===== src/rtl/chunked_serial_adder.sv =====
// chunked_serial_adder
//   Multi-cycle WIDTH-bit adder/subtractor. It accepts a and b with a
//   start/done handshake. Each clock it processes one CHUNK-bit slice, least
//   significant slice first, on a narrow ripple datapath. The carry between
//   slices is held in a register. Subtraction is a + ~b + ~cin, so in sub mode
//   cout is the no-borrow flag.
// Ports
//   clk, rst_n      clock, asynchronous active-low reset
//   start           request; accepted only in IDLE or DONE
//   sub             0: a + b + cin, 1: a - b - cin (captured on accept)
//   a, b, cin       operands, captured on accept
//   busy            high while slices are being processed
//   done            one-cycle pulse; sum/cout/ovf valid from here to next accept
//   sum, cout, ovf  result, carry out of MSB, signed overflow

// One bit of the ripple chain; CHUNK of these form the per-slice adder.
module chunked_serial_adder_fa (
  input  logic x,
  input  logic y,
  input  logic ci,
  output logic s,
  output logic co
);
  assign s  = x ^ y ^ ci;
  assign co = (x & y) | (ci & (x ^ y));
endmodule

module chunked_serial_adder #(
  parameter int WIDTH = 32,
  parameter int CHUNK = 8
) (
  input  logic             clk,
  input  logic             rst_n,
  input  logic             start,
  input  logic             sub,
  input  logic [WIDTH-1:0] a,
  input  logic [WIDTH-1:0] b,
  input  logic             cin,
  output logic             busy,
  output logic             done,
  output logic [WIDTH-1:0] sum,
  output logic             cout,
  output logic             ovf
);
  localparam int NCHUNK = WIDTH / CHUNK;
  localparam int IDXW   = (NCHUNK > 1) ? $clog2(NCHUNK) : 1;
  localparam logic [IDXW-1:0] LAST = IDXW'(NCHUNK - 1);

  if (CHUNK < 1 || CHUNK > WIDTH || (WIDTH % CHUNK) != 0) begin : g_bad_param
    $error("chunked_serial_adder: WIDTH must be a nonzero multiple of CHUNK");
  end

  typedef enum logic [1:0] {IDLE, RUN, DONE} state_t;

  // Captured operands. b is stored already inverted for subtract, so the
  // datapath is always a plain add.
  typedef struct packed {
    logic [WIDTH-1:0] a;
    logic [WIDTH-1:0] b;
    logic             carry;
  } opnd_t;

  state_t          state, state_nx;
  opnd_t           op_q;
  logic [IDXW-1:0] idx;
  logic            accept, last;

  logic [CHUNK-1:0] a_ch, b_ch, res;
  logic [CHUNK:0]   rc;   // ripple carries; rc[CHUNK-1] is the carry into the MSB on the last slice

  assign accept = start && (state == IDLE || state == DONE);
  assign last   = (idx == LAST);
  assign busy   = (state == RUN);
  assign done   = (state == DONE);

  assign a_ch  = op_q.a[int'(idx)*CHUNK +: CHUNK];
  assign b_ch  = op_q.b[int'(idx)*CHUNK +: CHUNK];
  assign rc[0] = op_q.carry;

  for (genvar i = 0; i < CHUNK; i++) begin : g_bit
    chunked_serial_adder_fa u_fa (
      .x  (a_ch[i]),
      .y  (b_ch[i]),
      .ci (rc[i]),
      .s  (res[i]),
      .co (rc[i+1])
    );
  end

  always_comb begin
    state_nx = state;
    case (state)
      IDLE:    if (start) state_nx = RUN;
      RUN:     if (last)  state_nx = DONE;
      DONE:    state_nx = start ? RUN : IDLE;
      default: state_nx = IDLE;
    endcase
  end

  always_ff @(posedge clk or negedge rst_n) begin
    if (!rst_n) begin
      state <= IDLE;
      idx   <= '0;
      op_q  <= '0;
      sum   <= '0;
      cout  <= 1'b0;
      ovf   <= 1'b0;
    end else begin
      state <= state_nx;
      if (accept) begin
        op_q.a     <= a;
        op_q.b     <= sub ? ~b : b;
        op_q.carry <= sub ^ cin;
        idx        <= '0;
      end else if (state == RUN) begin
        sum[int'(idx)*CHUNK +: CHUNK] <= res;
        op_q.carry <= rc[CHUNK];
        idx        <= last ? '0 : idx + IDXW'(1);
        if (last) begin
          cout <= rc[CHUNK];
          ovf  <= rc[CHUNK] ^ rc[CHUNK-1];
        end
      end
    end
  end
endmodule


===== config.mk =====
export PLATFORM = sky130hd
export DESIGN_NAME = chunked_serial_adder
export DESIGN_NICKNAME = d
export VERILOG_FILES = /design/src/rtl/chunked_serial_adder.sv
export SDC_FILE = /design/constraint.sdc
export NUM_CORES = 1
export LEC_CHECK = 0
export ABC_AREA = 1
export BUFFER_PORTS_ARGS = -buffer_cell sky130_fd_sc_hd__buf_2
export CAP_MARGIN = 20
export CELL_PAD_IN_SITES_DETAIL_PLACEMENT = 0
export CELL_PAD_IN_SITES_GLOBAL_PLACEMENT = 1
export CORE_UTILIZATION = 40
export CTS_CLUSTER_DIAMETER = 120
export DETAILED_ROUTE_END_ITERATION = 8
export PLACE_DENSITY_LB_ADDON = 0.12
export SETUP_SLACK_MARGIN = 0.05
export SLEW_MARGIN = 10
export SYNTH_ARGS = -nofsm -noshare
export SYNTH_HDL_FRONTEND = slang
export SYNTH_SLANG_ARGS = --single-unit

===== constraint.sdc =====
create_clock -name clk -period 5.15 [get_ports clk]
set_clock_uncertainty 0.05 [all_clocks]
set_input_delay 1.03 -clock clk [delete_from_list [all_inputs] [get_ports clk]]
set_output_delay 1.03 -clock clk [all_outputs]
set_load 0.01 [all_outputs]

After elaboration in Yosys (flattened, before gate mapping)
Index checks and enable logic that the tools add are counted.

Bitwise gates (word level): 44. Reductions and logical operators: 7. Muxes and demuxes: 11. Eq/ne operators: 5. Shift-type cells: 4. Add/subtract/negate cells: 2.

Operators by type and width (number): 32-bit by 6-bit indexed part select with 8-bit output (2); 5-bit negator with 33-bit output (1); 8-bit by 33-bit variable shift with 32-bit output (first input constant) (1); 8-bit by 33-bit indexed part select with 32-bit output (1); 32-bit bitwise mux (1); 32-bit 2-to-1 mux (1); 32-bit NOT (1); 1-bit bitwise XOR (18); 1-bit AND (16); 2-bit 2-to-1 mux (5); 1-bit OR (8); 2-bit case mux with 3 select lines (1); 2-bit == test (second input constant) (2); 2-bit AND reduction (2); 1-bit 2-to-1 mux (3); 3-bit AND reduction (1); 2-bit by 1-bit adder with 2-bit output (second input constant) (1); 2-bit by 1-bit == test with 1-bit output (second input constant) (1); 2-bit zero test (1); 2-bit by 1-bit inequality test with 1-bit output (second input constant) (1); 2-bit inequality test (second input constant) (1); 2-bit nonzero test (1); 1-bit logical AND (1); 1-bit logical OR (1); 1-bit NOT (1).

Bits in registers: 103. Word-level logic and storage cells: 81. Output and inout bits: 36.

Depth between registers and ports, before layout
Word-level depth: 20. Mapped depth: 21. Gate-level depth less buffers: 19.

Modules after synthesis
Synthesis repeated with hierarchy kept, for this count alone.

Cell total of the unflattened synthesis: 613. Area, all modules: 5215.0 um^2.

By module, submodules not included: chunked_serial_adder (area each 5054.8 um^2, instances 1, sequential area each 2577.5 um^2, cells an instance 605); chunked_serial_adder_fa (area each 20.0 um^2, instances 8, sequential area each 0.0 um^2, cells an instance 1).

Worst setup path after synthesis
OpenSTA, ideal clock, no wires.

Path type: reg2reg. From: register idx[1]. To: register sum[15]. Stages on the path, launching flop included: 19. Data required time: 5015 ps. Buffers on the path: 2. Data arrival time: 4220 ps. Setup time: 85 ps. Setup slack: 795 ps. Path through: dfrtp_1 > buf_4 > clkinv_1 > buf_2 > nand3_1 > nand2_1 > fa_1 > inv_1 > fa_1 > fa_1 > inv_1 > fa_1 > inv_1 > fa_1 > fa_1 > fa_1 > fa_1 > nand3_1 > o21ai_0.

Word-level cells in the longest chain between the ends: 19. Elaborated cells between the ends (all ways): 43.

RTL lines: start, declared (RTL line 65) `logic [IDXW-1:0] idx;`; start signal, assigned (RTL line 118) `idx <= last ? '0 : idx + IDXW'(1);`; 32-bit by 6-bit indexed part select with 8-bit output, on equally long branches (RTL line 76, 77); 1-bit bitwise XOR (RTL line 24, 25); 1-bit AND (RTL line 25) `assign co = (x & y) | (ci & (x ^ y));`; 1-bit OR (RTL line 25); 1-bit AND (RTL line 25); 1-bit OR (RTL line 25); 1-bit AND (RTL line 25); 1-bit OR (RTL line 25); (+3 left out); 1-bit OR (RTL line 25); 1-bit AND (RTL line 25); 1-bit OR (RTL line 25); 1-bit AND (RTL line 25); 1-bit OR (RTL line 25); 1-bit bitwise XOR (RTL line 24) `assign s = x ^ y ^ ci;`; 8-bit by 33-bit indexed part select with 32-bit output (RTL line 116) `sum[int'(idx)*CHUNK +: CHUNK] <= res;`; 32-bit bitwise mux (*) (RTL line 116); end signal, assigned by index (RTL line 116); end, declared (RTL line 41) `output logic [WIDTH-1:0] sum,`.

Every way passes the cells marked *; elsewhere a longest branch is shown, timed or not. A chain may end at the register's enable or synchronous reset.

Worst setup path after layout
From: register idx[0]. To: register sum[15].

Same word-level chain as after synthesis.

==> impl_metrics.ini <==
[run_status]
run_status = finished, final reports clean

[routing]
drc_errors = 0
drtIter0Drc = 221
vias = 4344
routedWlPerCell_um = 13.17
dr.pass1.iters = 5
drt.antenna.violating_nets = 0
vias_per_instance = 4.616
wl_um = 12400

[synthesis]
yosysTopAreaCellShare_pct = 48.53
postSynthRegisterBits = 103
synth.largest_area_cell = sky130_fd_sc_hd__dfrtp_1
netlist_instances = 672
synth_area_um2 = 5311
syn_nets = 755
ys_types = 20
postSynthAreaPerCell_um2 = 7.904
number_of_warnings_printed_during_yosys_synthesis = 0
ys_seq_area_share_pct = 48.53
ys_top_cells_by_area = sky130_fd_sc_hd__dfrtp_1, sky130_fd_sc_hd__nand2_1, sky130_fd_sc_hd__xor2_1

[sta]
relSlewSlack_pct = 42.78
worst-slew-pin-transition_ns = 0.8584
final_critical_path_setup_slack_ns = 0.5503
final_min_period_over_clock_period_pct = 89.32
fin_setup_tns_ns = 0
maxClockFrequency_mhz = 217.4
timing.final.setup_violations = 0
hold_viol_final = 0
drv_slew = 0
finalWorstPathRequiredPeriod_ns = 4.600
grt_setup_unrepaired = false

[pwr]
power.clock.fraction_pct = 15.9
power.switching_fraction_pct = 45.37
power_frac_comb_pct = 51.8
power.internal_uw = 2291
power_leakage_uw = 0.003542
share_seq_of_total_power_pct = 32.2
reported_net_switching_power_uw = 1902
power_density_nw_per_um2 = 674.9
largest_voltage_drop_on_the_vdd_net_uv = 227.9

[cts]
cts_inserted_buffers = 9
cts_max_level = 3
clk_pin_slew_worst_setup_hold_paths_ns = 0.07
tritoncts = done
cts_buffer_depth = 2
worst_skew_late_latency_ns = 0.35
postCtsSetupRepairBufs = 0
post_cts_resized = 0
postCtsHoldBufs = 0
root_buf_cell = sky130_fd_sc_hd__clkbuf_16
clock_sink_count = 103

[cells_and_area]
final_net_count = 847
drive_gt1_share_pct = 17.82
filler_cell_count = 1332
syn2layout_area_growth_pct = 16.98
n_antenna_cell = 0

[grt]
grtUsageTotal_pct = 20.09
first_global_vias = 4194
pin_count_of_the_biggest_net_entering_global_routing = 64
grt_antenna_before_repair = 0
grt_first_pass_wirelength_um = 20700
global_route.overflow_total = 0

[placed_design]
post_dp_hpwl_um = 9238
place_worst_setup_slack_ns = 0.5547
gp_congestion = 0.8176
io_buffer_count = 104

[die]
floorplan.initialDensity_pct = 41.58
die_h_um = 117.2
die-width_um = 117.2
pin_count = 105
die_area_um2 = 13740
floorplan.core_area_um2 = 12770
std_cell_rows = 41

[setup_path]
worst-path-max-fanout = 29
r2r_setup_slack_ns = 0.55
arrival_ns = 4.82
crit_type = flip-flop to flip-flop
cp-end-kind = flip-flop
required_time_at_the_endpoint_of_the_critical_path_ns = 5.37
worstSetupStartpointType = flip-flop

[min_path]
min_path_type = flip-flop to flip-flop

[run]
cap_viol_max_count = 0
stage by stage:
| step | utilization, % | area [um^2] | std cells | hold slack, ns | total power, uW |
|---|---|---|---|---|---|
| 2_1_floorplan | - | 5311 | 672 | 0.3987 | 2864 |
| 3_3_place_gp | 46.32 | 5917 | 925 | 0.4077 | 3514 |
| 3_5_place_dp | 46.32 | 5917 | 925 | 0.4109 | 3549 |
| 4_1_cts | 48.64 | 6213 | 941 | 0.4296 | 4238 |
| 5_1_grt | 48.64 | 6213 | 941 | 0.4499 | 4607 |
| 6_report | 48.64 | 6213 | 941 | 0.4219 | 4193 |
critical path: stages, from the launching register on:
cell,delay (ns)
sky130_fd_sc_hd__dfrtp_1,0.40
sky130_fd_sc_hd__buf_4,0.19
sky130_fd_sc_hd__inv_2,0.34
sky130_fd_sc_hd__nand2_1,0.10
sky130_fd_sc_hd__o211ai_1,0.10
sky130_fd_sc_hd__nand2_1,0.10
sky130_fd_sc_hd__fa_1,0.46
sky130_fd_sc_hd__fa_1,0.43
sky130_fd_sc_hd__inv_1,0.08
sky130_fd_sc_hd__fa_1,0.16
sky130_fd_sc_hd__inv_1,0.05
sky130_fd_sc_hd__fa_1,0.39
sky130_fd_sc_hd__fa_1,0.40
sky130_fd_sc_hd__fa_1,0.43
sky130_fd_sc_hd__fa_1,0.56
sky130_fd_sc_hd__nand3_1,0.10
sky130_fd_sc_hd__o21ai_0,0.17
routing by layer:
metal  up-vias  share of wire, %  GRT usage [%]
met5         -                 0              0
met3        15               3.5          3.193
met2        88                48          32.78
li1       2224                 -              -
met4         0               2.0          8.608
met1      2017                47          26.50
layout make-up:
type | instances | area [um^2] | share of cell area (%)
sequential | 103 | 2577 | 41.48
multi-input combinational | 482 | 2327 | 37.45
tap | 172 | 215.2 | 3.464
clock buffer | 13 | 270.3 | 4.350
inverter | 55 | 206.4 | 3.323
timing repair buffer | 113 | 590.6 | 9.505
clock inverter | 3 | 26.28 | 0.4229
flip-flops by register name, indices dropped and copies added (netlist names):
register,cells
op_q,65
sum,32
idx,2
state,2
cout,1
ovf,1
cell usage after synthesis, drive strengths merged:
cell type,number
o211ai,12
clkinv,1
ha,6
dfrtp,103
clkbuf,4
nor2,19
nand4,1
fa,8
nand2,339
o21ai,35
xor2,33
nand3,29
buf,28
inv,54
kinds of logic (layout without fill, tap and decap cells):
family / after synthesis / in the layout / synth area share [%]
AOI/OAI and AO/OA: 47 / 47 / 4.994
xor gates and xnor gates: 33 / 33 / 5.442
adders and majority gates: 14 / 14 / 4.429
buffers and inverters: 87 / 184 / 7.656
DFF: 103 / 103 / 48.53
and+or+nand+nor: 388 / 388 / 28.95
path summary, 6_finish.rpt:
kind,start,endpoint,cells after the start
worst max-delay path,idx[0],sum[15],16
worst min-delay path,sum[5],sum[5],2
worst max register to register,idx[0],sum[15],16
worst min register to register,sum[5],sum[5],2
max in group asynchronous,rst_n,sum[15],2
min in group asynchronous,rst_n,sum[28],1
power groups by stage:
stage | sequential, uW | clock [uW] | combinational (uW)
after global routing | 1390 | 719 | 2490
after floorplan | 1340 | 0 | 1520
final | 1350 | 668 | 2170
after detailed placement | 1360 | 0 | 2190
after CTS | 1350 | 690 | 2190
after global placement | 1360 | 0 | 2150
cell usage in the layout, fill, tap and decap left out:
cell and count:
sky130_fd_sc_hd__clkbuf_16 9, sky130_fd_sc_hd__nor2_4 5, sky130_fd_sc_hd__nand3_1 28, sky130_fd_sc_hd__fa_1 8
sky130_fd_sc_hd__buf_4 10, sky130_fd_sc_hd__nand3_2 1, sky130_fd_sc_hd__o21ai_0 33, sky130_fd_sc_hd__clkinv_1 1
sky130_fd_sc_hd__inv_2 3, sky130_fd_sc_hd__clkbuf_1 1, sky130_fd_sc_hd__xor2_1 33, sky130_fd_sc_hd__nor2_1 14
sky130_fd_sc_hd__dfrtp_1 103, sky130_fd_sc_hd__buf_2 103, sky130_fd_sc_hd__inv_1 51, sky130_fd_sc_hd__ha_1 6
sky130_fd_sc_hd__o211ai_1 12, sky130_fd_sc_hd__nand4_1 1, sky130_fd_sc_hd__clkinv_4 3, sky130_fd_sc_hd__o21ai_1 2
sky130_fd_sc_hd__clkbuf_8 3, sky130_fd_sc_hd__nand2_1 339
No activity file was read; power rests on OpenSTA's default activity.
